==> config.mk <==
export PLATFORM = sky130hd
export DESIGN_NAME = multicycle_control
export DESIGN_NICKNAME = d
export VERILOG_FILES = /design/src/rtl/multicycle_control_pkg.sv /design/src/rtl/multicycle_control_retire_counter.sv /design/src/rtl/multicycle_control.sv
export SDC_FILE = /design/constraint.sdc
export NUM_CORES = 1
export LEC_CHECK = 0
export BUFFER_PORTS_ARGS = -buffer_cell sky130_fd_sc_hd__buf_4
export CORE_MARGIN = 3
export CORE_UTILIZATION = 47
export DETAILED_ROUTE_END_ITERATION = 8
export PLACE_DENSITY = 0.72
export SETUP_SLACK_MARGIN = 0.4
export SLEW_MARGIN = 20
export SYNTH_ARGS = -nofsm -noshare
export SYNTH_HDL_FRONTEND = slang
export SYNTH_HIERARCHICAL = 1
export SYNTH_SLANG_ARGS = --single-unit
==> constraint.sdc <==
create_clock -name Clk -period 2.4 [get_ports Clk]
set_clock_uncertainty 0.05 [all_clocks]
set_input_delay 0.36 -clock Clk [delete_from_list [all_inputs] [get_ports Clk]]
set_output_delay 0.36 -clock Clk [all_outputs]
set_load 0.03 [all_outputs]
==> src/rtl/multicycle_control_pkg.sv <==
// Shared constants and types for the multicycle control FSM: opcodes,
// state encodings, ALU operation codes and the control-word bundle.
package multicycle_control_pkg;

   localparam logic [5:0] OP_RTYPE = 6'h00;
   localparam logic [5:0] OP_LW    = 6'h23;
   localparam logic [5:0] OP_SW    = 6'h2B;
   localparam logic [5:0] OP_BEQ   = 6'h04;
   localparam logic [5:0] OP_ADDI  = 6'h08;

   typedef enum logic [3:0] {
      ST_FETCH  = 4'd0,
      ST_DECODE = 4'd1,
      ST_EXEC_R = 4'd2,
      ST_WB_R   = 4'd3,
      ST_EXEC_I = 4'd4,
      ST_WB_I   = 4'd5,
      ST_ADDR   = 4'd6,
      ST_MEM_RD = 4'd7,
      ST_WB_MEM = 4'd8,
      ST_MEM_WR = 4'd9,
      ST_BRANCH = 4'd10
   } state_e;

   typedef enum logic [1:0] {
      ALU_ADD   = 2'b00,
      ALU_SUB   = 2'b01,
      ALU_FUNCT = 2'b10
   } alu_op_e;

   typedef struct packed {
      logic    pc_write;
      logic    ir_write;
      logic    reg_write;
      logic    mem_read;
      logic    mem_write;
      logic    alu_src_sel;
      logic    mem_to_reg_sel;
      logic    pc_src_sel;
      alu_op_e alu_op;
   } ctrl_t;

endpackage

==> src/rtl/multicycle_control_retire_counter.sv <==
// Retired-instruction counter: synchronous active-low clear, increment
// enable, free-running wrap from all-ones back to zero.
module multicycle_control_retire_counter #(
   parameter int CNT_W = 32
) (
   input  logic             clk,
   input  logic             clr_n,
   input  logic             inc,
   output logic [CNT_W-1:0] count
);

   logic [CNT_W-1:0] count_q;
   logic [CNT_W-1:0] count_d;

   always_comb begin
      count_d = count_q;
      if (!clr_n) begin
         count_d = '0;
      end else if (inc) begin
         count_d = count_q + CNT_W'(1);
      end
   end

   always_ff @(posedge clk) begin
      count_q <= count_d;
   end

   assign count = count_q;

endmodule

==> src/rtl/multicycle_control.sv <==
// Multicycle control FSM: sequences fetch/decode/execute/memory/write-back,
// drives datapath mux selects and enables, and counts retired instructions.
module multicycle_control
   import multicycle_control_pkg::*;
#(
   parameter int CNT_W = 32
) (
   input  logic             Clk,
   input  logic             ResetN,
   input  logic [5:0]       Opcode,
   input  logic             Zero,
   input  logic             MemReady,
   output logic             PCWrite,
   output logic             IRWrite,
   output logic             RegWrite,
   output logic             MemRead,
   output logic             MemWrite,
   output logic             ALUSrcSel,
   output logic             MemToRegSel,
   output logic             PCSrcSel,
   output logic [1:0]       ALUOp,
   output logic             Illegal,
   output logic [3:0]       State,
   output logic [CNT_W-1:0] RetiredCnt
);

   state_e state_q, state_d;
   logic   illegal_q, illegal_d;
   ctrl_t  ctrl;
   logic   retire;

   always_ff @(posedge Clk) begin
      // NOTE: non-blocking assignments so every flop samples pre-edge values.
      // NOTE: reset is synchronous; ResetN is only looked at on the clock edge.
      if (!ResetN) begin
         state_q   <= ST_FETCH;
         illegal_q <= 1'b0;
      end else begin
         state_q   <= state_d;
         illegal_q <= illegal_d;
      end
   end

   always_comb begin
      // NOTE: defaults first so no path through the case can infer a latch.
      state_d   = ST_FETCH;
      illegal_d = illegal_q;
      case (state_q)
         ST_FETCH:  state_d = MemReady ? ST_DECODE : ST_FETCH;
         ST_DECODE: begin
            case (Opcode)
               OP_RTYPE:     state_d = ST_EXEC_R;
               OP_ADDI:      state_d = ST_EXEC_I;
               OP_LW, OP_SW: state_d = ST_ADDR;
               OP_BEQ:       state_d = ST_BRANCH;
               default:      illegal_d = 1'b1;
            endcase
         end
         ST_EXEC_R: state_d = ST_WB_R;
         ST_EXEC_I: state_d = ST_WB_I;
         ST_ADDR:   state_d = (Opcode == OP_LW) ? ST_MEM_RD : ST_MEM_WR;
         ST_MEM_RD: state_d = MemReady ? ST_WB_MEM : ST_MEM_RD;
         ST_MEM_WR: state_d = MemReady ? ST_FETCH : ST_MEM_WR;
         default:   state_d = ST_FETCH;
      endcase
   end

   // Everything below is forced idle while ResetN is low, so an aborted
   // instruction can neither assert an enable nor retire.
   always_comb begin
      ctrl   = '0;
      retire = 1'b0;
      if (ResetN) begin
         case (state_q)
            ST_FETCH: begin
               ctrl.mem_read = 1'b1;
               ctrl.ir_write = MemReady;
               ctrl.pc_write = MemReady;
            end
            ST_EXEC_R: ctrl.alu_op = ALU_FUNCT;
            ST_EXEC_I, ST_ADDR: begin
               ctrl.alu_src_sel = 1'b1;
               ctrl.alu_op      = ALU_ADD;
            end
            ST_WB_R, ST_WB_I: begin
               ctrl.reg_write = 1'b1;
               retire         = 1'b1;
            end
            ST_MEM_RD: ctrl.mem_read = 1'b1;
            ST_WB_MEM: begin
               ctrl.reg_write      = 1'b1;
               ctrl.mem_to_reg_sel = 1'b1;
               retire              = 1'b1;
            end
            ST_MEM_WR: begin
               ctrl.mem_write = 1'b1;
               retire         = MemReady;
            end
            ST_BRANCH: begin
               ctrl.alu_op     = ALU_SUB;
               ctrl.pc_src_sel = 1'b1;
               ctrl.pc_write   = Zero;
               retire          = 1'b1;
            end
            default: ;
         endcase
      end
   end

   assign PCWrite     = ctrl.pc_write;
   assign IRWrite     = ctrl.ir_write;
   assign RegWrite    = ctrl.reg_write;
   assign MemRead     = ctrl.mem_read;
   assign MemWrite    = ctrl.mem_write;
   assign ALUSrcSel   = ctrl.alu_src_sel;
   assign MemToRegSel = ctrl.mem_to_reg_sel;
   assign PCSrcSel    = ctrl.pc_src_sel;
   assign ALUOp       = ctrl.alu_op;
   assign Illegal     = ResetN ? illegal_q : 1'b0;
   assign State       = ResetN ? state_q : ST_FETCH;

   multicycle_control_retire_counter #(
      .CNT_W(CNT_W)
   ) u_retire_counter (
      .clk  (Clk),
      .clr_n(ResetN),
      .inc  (retire),
      .count(RetiredCnt)
   );

endmodule

* Yosys cells after proc, flatten, opt, wreduce, memory -nomap -nowiden
Cells that the tools add are included.
** Cells by class
- Bitwise logic cells :: 1
- Mux-type cells :: 20
- $add $sub $neg :: 1
- Reductions and logical operators :: 9
- Equality and inequality tests :: 14
** Operator list (count)
- $add 32x1->32 const B :: 1
- $pmux 4 s7 :: 1
- $eq 4x3->1 const B :: 4
- $mux 4 :: 4
- $pmux 4 s4 :: 1
- $eq 4x4->1 const B :: 3
- $eq 6x6->1 const B :: 2
- $mux 1 :: 10
- $mux 10 :: 1
- $eq 4x2->1 const B :: 2
- $eq 6x3->1 const B :: 1
- $eq 6x4->1 const B :: 1
- $logic_not 6->1 :: 1
- $reduce_or 2->1 :: 3
- $reduce_or 5->1 :: 1
- $eq 4x1->1 const B :: 1
- $logic_not 4->1 :: 1
- $pmux 1 s2 :: 2
- $pmux 2 s2 :: 1
- $reduce_or 4->1 :: 1
- $reduce_or 3->1 :: 1
- $reduce_and 2->1 :: 1
- $not 1->1 :: 1
** Word-level totals
- Word-level logic and storage cells :: 48
- Output and inout bits :: 47
- Input bits :: 10
- Flip-flop bits (word level) :: 37

* Logic depth before layout (Yosys ltp)
Gate-level depths: netlist (run 1).
- Depth after elaboration :: 4
- Depth in mapped cells :: 12
- Mapped depth without buffers :: 8

* By module
Netlist (run 1), hierarchy kept.
** Modules (own cells, without submodules)
- multicycle_control_retire_counter :: times used 1, cells an instance 176, area each 1562.7 um^2, sequential area each 640.6 um^2
- multicycle_control :: times used 1, cells an instance 84, area each 579.3 um^2, sequential area each 100.1 um^2

* Worst setup path after synthesis (run 1)
Ideal clock, no wire load.
- Path type :: flip-flop to flip-flop
- Start point :: reg state_q[1]
- End point :: reg u_retire_counter.count_q[26], in the netlist u_retire_counter/count[26]
- Buffers on the path :: 5
- Cell stages (with the launch flop) :: 13
- Path slack :: -9 ps
- Period minus slack after synthesis :: 2409 ps
- Required time :: 2215 ps
- Library setup time :: 135 ps
- Arrival :: 2224 ps
- Cell sequence :: dfxtp_1 > clkbuf_1 > buf_4 > nand3b_1 > a21oi_1 > o21a_1 > buf_2 > and4_1 > buf_2 > nand4_1 > clkbuf_1 > o311ai_0 > o41ai_1
** Between the ends
- Cells in the longest elaborated chain, start to end :: 4
- Elaborated cells between the ends (all ways) :: 8
- Classes of those cells :: eq/ne: 5; mux: 2; reduce/logical: 1
** Ends and longest elaborated chain
- start: declaration :: line multicycle_control.sv:27 : state_e state_q, state_d;
- start signal: assignment :: line multicycle_control.sv:39 : state_q <= state_d;
- $eq 4x4->1, or another cell as far along :: line multicycle_control.sv:74 : case (state_q)
- $reduce_or 4->1 (no line)
- $pmux 1 s2 * :: line multicycle_control.sv:74
- $mux 1 * :: line multicycle_control.sv:73 : if (ResetN) begin
- via retire :: line multicycle_control.sv:30 : logic retire;
- end signal: assignment :: line multicycle_control_retire_counter.sv:25 : count_q <= count_d;
- end: declaration :: line multicycle_control_retire_counter.sv:12 : logic [CNT_W-1:0] count_q;
The timed path passes the listed nets; every way through them passes the cells marked *.
A chain may end at the register's enable or synchronous reset.

* Worst setup path after layout (run 1)
- Start point :: reg state_q[3]
- End point :: reg u_retire_counter.count_q[22], in the netlist u_retire_counter/count[22]
The elaborated chain is that of the path after synthesis.

==> impl_metrics.json, run 1 <==
{
  "status": "complete, no violations",
  "ctsRootBufferMaster": "clkbuf_8",
  "worstPathArrival_ns": 2.29,
  "worst_setup_path_end_kind": "register",
  "slew_violations": 0,
  "cts_max_level": 2,
  "tightest_slew_ns": 0.6761,
  "final_common_cell": "buf_4",
  "syn_nets": 271,
  "post-route-period-util": 0.8814,
  "cp.required_ns": 2.58,
  "slew_headroom": 0.5488,
  "port-buffer-count": 56,
  "start_kind": "register",
  "async_flop_share": 0,
  "initial_utilization": 0.5098,
  "vias_per_cell": 5.842,
  "dr_total_vias": 2214,
  "clockBufferDepth": 2,
  "peakVddDrop_mv": 0.2473,
  "hp-class": "input port to register",
  "first_iter_violations": 122,
  "crit_type": "register to register",
  "synth_cell_types": 53,
  "tritoncts": "built",
  "die-area_um2": 5404,
  "dp.cells": 356,
  "syn_area_per_cell_um2": 8.239,
  "setup_tns_ns": 0,
  "finalHoldViolations": 0,
  "cts_buffers": 5,
  "startpoint": "state_q[3]$_SDFF_PN0_",
  "insertion_delay_ns": 0.29,
  "pin_count": 57,
  "synth_edf_count": 0,
  "synth-seq-cells": 37,
  "cts_hold_buffers": 0,
  "setup_viol": 0,
  "netlist_area_um2": 2142,
  "rsz0062_at_grt": "true",
  "ant_nets": 0,
  "crit_slowest_cell": "or4_4",
  "syn_inst": 260,
  "path_clk_slew_ns": 0.08,
  "grt_overflow": 0,
  "placementRows": 23,
  "grt_pass1_vias": 1948,
  "gp_congestion": 0.8192,
  "leakagePower_uw": 0.001198,
  "nets": 339,
  "final_layout_size_suffix_gt1_frac": 0.3678,
  "synth_ff_type": "dfxtp_1",
  "ys_seq_area_frac": 0.3458,
  "drtPass1Iterations": 4,
  "wl_per_cell_um": 15.57,
  "die_y_um": 73.51,
  "finalWirelength_um": 5901,
  "core-area_um2": 4202,
  "fin_crit_ns": 2.115,
  "grt_start_max_net_pins": 33,
  "area_growth_pct": 40.89,
  "hold_start": "Opcode[2]",
  "hpwl_um": 3752,
  "die_w_um": 73.51,
  "ys_warn_count": 6,
  "hold_ws_ns": 0.3847,
  "grt_use_total": 0.2063,
  "fmax_mhz": 472.7,
  "cp_max_fo": 6,
  "antenna_found_initial": 0,
  "stdcell_count": 379,
  "crit_chain": "nand3b_1, a21oi_1, o21a_1, and4_4, nand4_1, buf_4, or4_4, a21oi_2",
  "cts_sinks": 37,
  "mostFrequentLayoutCells": "72 x buf_4, 33 x dfxtp_1, 19 x nor2_1",
  "crit_path_max_incr_delay_ns": 0.41,
  "n_antenna_cell": 0,
  "cap_violations": 0,
  "drc_errors": 0,
  "power_density_nw_per_um2": 381.7,
  "rr_startpoint": "state_q[3]$_SDFF_PN0_",
  "grt_pass1_wl_um": 8956
}
## cell families (layout without fill, tap and decap cells)
| kind of cell | count (synthesis) | in the layout | synth area share |
|---|---|---|---|
| and+or+nand+nor | 129 | 130 | 0.3435 |
| AOI/OAI and AO/OA | 51 | 51 | 0.1770 |
| DFF | 37 | 37 | 0.3458 |
| buffers and inverters | 25 | 93 | 0.05607 |
| xor gates and xnor gates | 13 | 13 | 0.05315 |
| muxes | 4 | 4 | 0.01869 |
| adders and majority gates | 1 | 1 | 0.005840 |
## repair_timing
action / 4_1_cts / 5_1_grt
setup endpoints to repair: 19 / 19
resized for setup: 15 / 24
cloned: 1 / 1
pin swaps: 5 / 10
buffers inserted: 8 / 5
## through the flow
stage	worst slack, ns	util	instance area, um2	power [uW]
after floorplan	0.2319	-	2221	685.8
after global placement	0.1938	0.6245	2624	722.3
after detailed placement	0.1402	0.6245	2624	723.0
after CTS	0.3931	0.6742	2833	1155
after global routing	0.1708	0.7183	3018	1192
final	0.2846	0.7183	3018	1152
## power by group
part           total (uW)  internal [uW]  switching [uW]
Combinational        99.1           41.3            57.9
Sequential            617            613            3.14
Clock                 436            201             236
## synthesized netlist by cell type (7+ instances only)
master     n  area share
or3_1      7       0.020
clkbuf_1  13       0.023
o41ai_1    7       0.029
nand2_1   17       0.030
nand3_1   13       0.030
nor2_1    20       0.035
and2_1     7       0.020
xor2_1     9       0.037
o21ai_0    7       0.016
dfxtp_1   37        0.35
nor3_1     7       0.016
nand4_1   10       0.029
a21oi_1   11       0.026
nand2b_1  13       0.038
## worst paths after layout
check                                                               end  slack (ns)  cells after the start
worst max register to register  u_retire_counter/count[22]$_SDFFE_PN0P_        0.28                      8
worst min-delay path                              state_q[2]$_SDFF_PN0_        0.38                      4
worst max-delay path            u_retire_counter/count[22]$_SDFFE_PN0P_        0.28                      8
worst min register to register                   illegal_q$_SDFFE_PN0P_        0.41                      1
## sequential cells by signal, summed over array words and instances (netlist names)
| register | cells |
|---|---|
| illegal_q | 1 |
| state_q | 4 |
| u_retire_counter/count | 32 |
## metal layers
layer | track usage | vias to the layer above | share of wire
met5 | 0 | - | 0
met4 | 0.06036 | 0 | 0.0075
met3 | 0.04104 | 4 | 0.048
met2 | 0.3346 | 56 | 0.49
met1 | 0.2759 | 1050 | 0.46
li1 | - | 1104 | -
## final cells by class
| cell class | instances | area [um2] |
|---|---|---|
| multi-input cells | 199 | 1480 |
| fillers | 343 | 1184 |
| flip-flops and latches | 37 | 753.2 |
| repair buffers | 79 | 613.1 |
| clock buffers | 5 | 68.82 |
| well taps | 50 | 62.56 |
| inverters | 6 | 22.52 |
| clock inverters | 3 | 17.52 |
## critical path, delay by kind of cell (launching register included)
| family | cells | cell delay, ns |
|---|---|---|
| and+or+nand+nor | 4 | 0.99 |
| AOI/OAI and AO/OA | 3 | 0.45 |
| DFF | 1 | 0.37 |
| buffers and inverters | 1 | 0.20 |
No activity file was read; power rests on OpenSTA's default activity.
==> run 2, diff against run 1 <==
--- a/config.mk
+++ b/config.mk
@@ -7,9 +7,9 @@
 export LEC_CHECK = 0
 export BUFFER_PORTS_ARGS = -buffer_cell sky130_fd_sc_hd__buf_4
 export CORE_MARGIN = 3
-export CORE_UTILIZATION = 47
+export CORE_UTILIZATION = 52
 export DETAILED_ROUTE_END_ITERATION = 8
-export PLACE_DENSITY = 0.72
+export PLACE_DENSITY = 0.76
 export SETUP_SLACK_MARGIN = 0.4
 export SLEW_MARGIN = 20
 export SYNTH_ARGS = -nofsm -noshare
==> constraint.sdc (replaced) <==
create_clock -name Clk -period 2.01 [get_ports Clk]
set_clock_uncertainty 0.05 [all_clocks]
set_input_delay 0.3015 -clock Clk [delete_from_list [all_inputs] [get_ports Clk]]
set_output_delay 0.3015 -clock Clk [all_outputs]
set_load 0.03 [all_outputs]
==> impl_metrics.json, run 2 (synthesized netlist as in run 1, its figures left out) <==
{
  "tightest_slew_ns": 0.5032,
  "fin_crit_ns": 2.224,
  "power_density_nw_per_um2": 401.8,
  "mostFrequentLayoutCells": "74 x buf_4, 33 x dfxtp_1, 31 x buf_6",
  "die_w_um": 70.18,
  "antenna_found_initial": 0,
  "dr_total_vias": 2793,
  "ant_nets": 0,
  "crit_chain": "nand3b_1, a21oi_1, o21a_1, and4_4, nand4_1, buf_4, o311ai_1, o41ai_1",
  "hold_start": "Opcode[2]",
  "finalWirelength_um": 9723,
  "initial_utilization": 0.5598,
  "core-area_um2": 3826,
  "leakagePower_uw": 0.001466,
  "dp.cells": 372,
  "grt_use_total": 0.2558,
  "grt_pass1_vias": 2159,
  "slew_violations": 0,
  "status": "complete, but fails checks",
  "drtPass1Iterations": 7,
  "cts_buffers": 5,
  "hpwl_um": 3927,
  "failed_checks": "setup timing",
  "pin_count": 57,
  "finalHoldViolations": 0,
  "cts_max_level": 2,
  "peakVddDrop_mv": 0.4588,
  "insertion_delay_ns": 0.29,
  "slew_headroom": 0.6645,
  "clockBufferDepth": 2,
  "crit_path_max_incr_delay_ns": 0.35,
  "cp_max_fo": 6,
  "layout_setup_ws_ns": -0.2141,
  "hp-class": "input port to register",
  "grt_overflow": 0,
  "startpoint": "state_q[3]$_SDFF_PN0_",
  "crit_type": "register to register",
  "largest_register_ffs": 32,
  "port-buffer-count": 56,
  "setup_viol": 18,
  "ctsRootBufferMaster": "clkbuf_8",
  "fmax_mhz": 449.6,
  "rr_startpoint": "state_q[3]$_SDFF_PN0_",
  "vias_per_cell": 6.896,
  "drc_errors": 0,
  "die_y_um": 70.18,
  "crit_family": "compound AO/OA/AOI/OAI gates",
  "first_iter_violations": 288,
  "worstPathArrival_ns": 2.34,
  "cts_sinks": 37,
  "wl_per_cell_um": 24.01,
  "gp_congestion": 0.8804,
  "placementRows": 22,
  "n_antenna_cell": 0,
  "stdcell_count": 405,
  "tritoncts": "built",
  "cp.required_ns": 2.12,
  "critPathBufInv": 1,
  "start_kind": "register",
  "place_ws_ns": -0.09238,
  "crit_slowest_cell": "dfxtp_2",
  "cap_violations": 0,
  "rsz0062_at_grt": "true",
  "nets": 368,
  "final_layout_size_suffix_gt1_frac": 0.5098,
  "grt_pass1_wl_um": 10530,
  "path_clk_slew_ns": 0.08,
  "area_growth_pct": 67.70,
  "worst_setup_path_end_kind": "register",
  "grt_start_max_net_pins": 34,
  "final_common_cell": "buf_4",
  "die-area_um2": 4925,
  "utilization": 0.9388,
  "cts_hold_buffers": 0,
  "post-route-period-util": 1.107
}
-- run 2: changes by cell type in the layout (fill, tap and decap cells not counted), sizes merged --
cell,before,now
nand3,13,14
clkinv,2,0
buf,79,107
clkbuf,5,6
-- run 2: power breakdown --
group	total (uW)	internal (uW)	switching, uW
registers	737	733	4.19
clock network	539	271	268
logic	167	70.2	97.3
-- run 2: cell type report --
class / instances / area [um2]
multi-input combinational: 200 / 1732
timing repair buffer: 107 / 934.6
sequential: 37 / 753.2
fill: 120 / 234.0
clock buffer: 6 / 82.58
tap: 48 / 60.06
inverter: 6 / 22.52
clock inverter: 1 / 7.507
-- run 2: timing repair --
action | CTS | global route
resized for setup | 43 | 68
endpoints found under the setup margin | 37 | 48
buffers inserted | 14 | 10
endpoints found under the hold margin | 0 | 0
pin swaps | 17 | 30
cloned | 0 | 2
-- run 2: through the flow --
step                      hold slack, ns  cell area (um2)  TNS (ns)  power [uW]
after CTS                         0.3357             3147         0        1402
after floorplan                   0.3821             2250    -1.581       819.9
after global routing              0.4357             3592    -2.948        1482
after detailed placement          0.3956             2781   -0.4312       869.7
after global placement            0.3883             2781   -0.2741       868.6
final                             0.4351             3592    -1.442        1443
-- run 2: final timing paths --
kind	to	slack, ns	cells past startpoint
hold / removal	state_q[2]$_SDFF_PN0_	0.44	4
hold reg to reg	illegal_q$_SDFFE_PN0P_	0.46	1
setup / recovery	u_retire_counter/count[28]$_SDFFE_PN0P_	-0.21	8
setup reg to reg	u_retire_counter/count[28]$_SDFFE_PN0P_	-0.21	8
-- run 2: per-layer routing --
layer	up-vias	GRT usage	share of wire
li1	1163	-	-
met1	1328	0.3348	0.36
met2	237	0.4313	0.48
met3	65	0.04892	0.098
met4	0	0.06383	0.059
met5	-	0	0
-- run 2: worst register-to-register path, stage by stage, from the launching register on --
cell and delay (ns):
dfxtp_2 0.35, nand3b_1 0.20, a21oi_1 0.16, o21a_1 0.17, and4_4 0.25, nand4_1 0.23
buf_4 0.26, o311ai_1 0.29, o41ai_1 0.15
==> run 3, diff against run 2 <==
--- a/config.mk
+++ b/config.mk
@@ -7,10 +7,9 @@
 export LEC_CHECK = 0
 export BUFFER_PORTS_ARGS = -buffer_cell sky130_fd_sc_hd__buf_4
 export CORE_MARGIN = 3
-export CORE_UTILIZATION = 52
+export CORE_UTILIZATION = 55
 export DETAILED_ROUTE_END_ITERATION = 8
-export PLACE_DENSITY = 0.76
-export SETUP_SLACK_MARGIN = 0.4
+export PLACE_DENSITY = 0.8
 export SLEW_MARGIN = 20
 export SYNTH_ARGS = -nofsm -noshare
 export SYNTH_HDL_FRONTEND = slang
==> constraint.sdc (replaced) <==
create_clock -name Clk -period 2.7 [get_ports Clk]
set_clock_uncertainty 0.05 [all_clocks]
set_input_delay 0.405 -clock Clk [delete_from_list [all_inputs] [get_ports Clk]]
set_output_delay 0.405 -clock Clk [all_outputs]
set_load 0.03 [all_outputs]
==> impl_metrics.json, run 3 (synthesized netlist as in run 1, its figures left out) <==
{
  "fmax_mhz": 419.3,
  "first_iter_violations": 136,
  "tritoncts": "built",
  "worstPathArrival_ns": 2.49,
  "ant_nets": 0,
  "rr_startpoint": "state_q[1]$_SDFF_PN0_",
  "status": "complete, no violations",
  "final_layout_size_suffix_gt1_frac": 0.2362,
  "start_kind": "register",
  "slew_headroom": 0.5778,
  "largest_register_ffs": 32,
  "cts_max_level": 2,
  "worst-r2r-setup-slack_ns": 0.31,
  "fin_area_um2": 2649,
  "grt_overflow": 0,
  "cap_violations": 0,
  "cts_hold_buffers": 0,
  "ctsRootBufferMaster": "clkbuf_8",
  "hold_ws_ns": 0.4082,
  "insertion_delay_ns": 0.29,
  "grt_use_total": 0.2327,
  "hpwl_um": 3581,
  "worst_hold_path.num_cells": 1,
  "initial_utilization": 0.5764,
  "n_antenna_cell": 0,
  "startpoint": "state_q[1]$_SDFF_PN0_",
  "leakagePower_uw": 0.001031,
  "clockBufferDepth": 2,
  "core-area_um2": 3716,
  "mostFrequentLayoutCells": "61 x buf_4, 37 x dfxtp_1, 20 x nor2_1",
  "hold_start": "illegal_q$_SDFFE_PN0P_",
  "grt_pass1_vias": 1838,
  "finalHoldViolations": 0,
  "gp_congestion": 0.7887,
  "power_density_nw_per_um2": 383.0,
  "nFillCells": 317,
  "grt_start_max_net_pins": 37,
  "final_common_cell": "buf_4",
  "peakVddDrop_mv": 0.3509,
  "post-cts-setup-buffer-count": 0,
  "nets": 320,
  "pin_count": 57,
  "rr_worst_depth": 8,
  "crit_type": "register to register",
  "path_clk_slew_ns": 0.07,
  "vias_per_cell": 5.950,
  "antenna_found_initial": 0,
  "dr_total_vias": 2124,
  "cp_max_fo": 17,
  "cts_buffers": 5,
  "slew_violations": 0,
  "port-buffer-count": 56,
  "fin_crit_ns": 2.385,
  "reg2reg_to": "u_retire_counter/count[21]$_SDFFE_PN0P_",
  "rsz0062_at_grt": "false",
  "grt_pass1_wl_um": 8424,
  "drc_errors": 0,
  "cp.required_ns": 2.81,
  "die_y_um": 68.41,
  "cts.repair.resized": 0,
  "area_growth_pct": 23.66,
  "wl_per_cell_um": 14.44,
  "setup_viol": 0,
  "worst_setup_path_end_kind": "register",
  "hp-class": "register to register",
  "setup_tns_ns": 0,
  "die-area_um2": 4679,
  "drtPass1Iterations": 4,
  "placementRows": 22,
  "post-route-period-util": 0.8833,
  "worstHoldEndpoint": "illegal_q$_SDFFE_PN0P_",
  "tightest_slew_ns": 0.6327,
  "finalWirelength_um": 5154,
  "die_w_um": 68.41,
  "placed_cell_area_um2": 2562,
  "cts_sinks": 37
}
[run 3: cell types whose count changed in the layout (fill, tap and decap cells not counted), moves of 4 or more]
cell      delta
nand3_1      +4
and3_1       +4
o311ai_4     -5
a21oi_2      -6
buf_6       -31
nor3b_1      +4
dfxtp_1      +4
and3_4       -4
or3_4        -5
buf_4       -13
or3_1        +5
nor2_1       +4
a21oi_1      +7
o311ai_0     +5
[run 3: final cells by class]
class / count / area [um2] / share of cell area
clock buffers: 7 / 86.33 / 0.03259
multi-input cells: 198 / 1281 / 0.4837
inverters: 6 / 22.52 / 0.008503
flip-flops and latches: 37 / 740.7 / 0.2796
well taps: 48 / 60.06 / 0.02267
repair buffers: 61 / 457.9 / 0.1729
[run 3: power by group]
group / internal [uW] / total, uW / switching, uW
registers: 548 / 550 / 2.46
clock network: 202 / 387 / 185
logic: 30.1 / 76.9 / 46.9
[run 3: stage by stage]
stage / setup slack (ns) / util / instances / total power (uW)
2_1_floorplan: 0.2785 / - / 260 / 607.9
3_3_place_gp: 0.4079 / 0.6896 / 350 / 637.9
3_5_place_dp: 0.3542 / 0.6896 / 350 / 639.3
4_1_cts: 0.3024 / 0.7128 / 357 / 1022
5_1_grt: 0.07151 / 0.7128 / 357 / 1051
6_report: 0.3150 / 0.7128 / 357 / 1015
[run 3: worst max path at each step]
| stage | slack [ns] | cells after the start | end |
|---|---|---|---|
| final | 0.31 | 8 | u_retire_counter/count[21]$_SDFFE_PN0P_ |
| after global routing | 0.07 | 8 | u_retire_counter/count[21]$_SDFFE_PN0P_ |
| after CTS | 0.30 | 8 | u_retire_counter/count[21]$_SDFFE_PN0P_ |
| after detailed placement | 0.35 | 8 | u_retire_counter/count[21]$_SDFFE_PN0P_ |
| after global placement | 0.41 | 8 | u_retire_counter/count[16]$_SDFFE_PN0P_ |
| after floorplan | 0.28 | 3 | PCWrite |
[run 3: worst max-delay path: stages (launching register included)]
cell and delay [ns]:
dfxtp_1 0.63, nand3b_1 0.17, a21oi_1 0.16, o21a_1 0.14, and4_1 0.22, buf_4 0.16
nand3_1 0.23, o311ai_0 0.37, o41ai_1 0.13
[run 3: routing by layer]
metal,global-route usage,share of wire
met2,0.3790,0.49
met3,0.04598,0.050
met4,0.06700,0.0074
met5,0,0
met1,0.3095,0.45
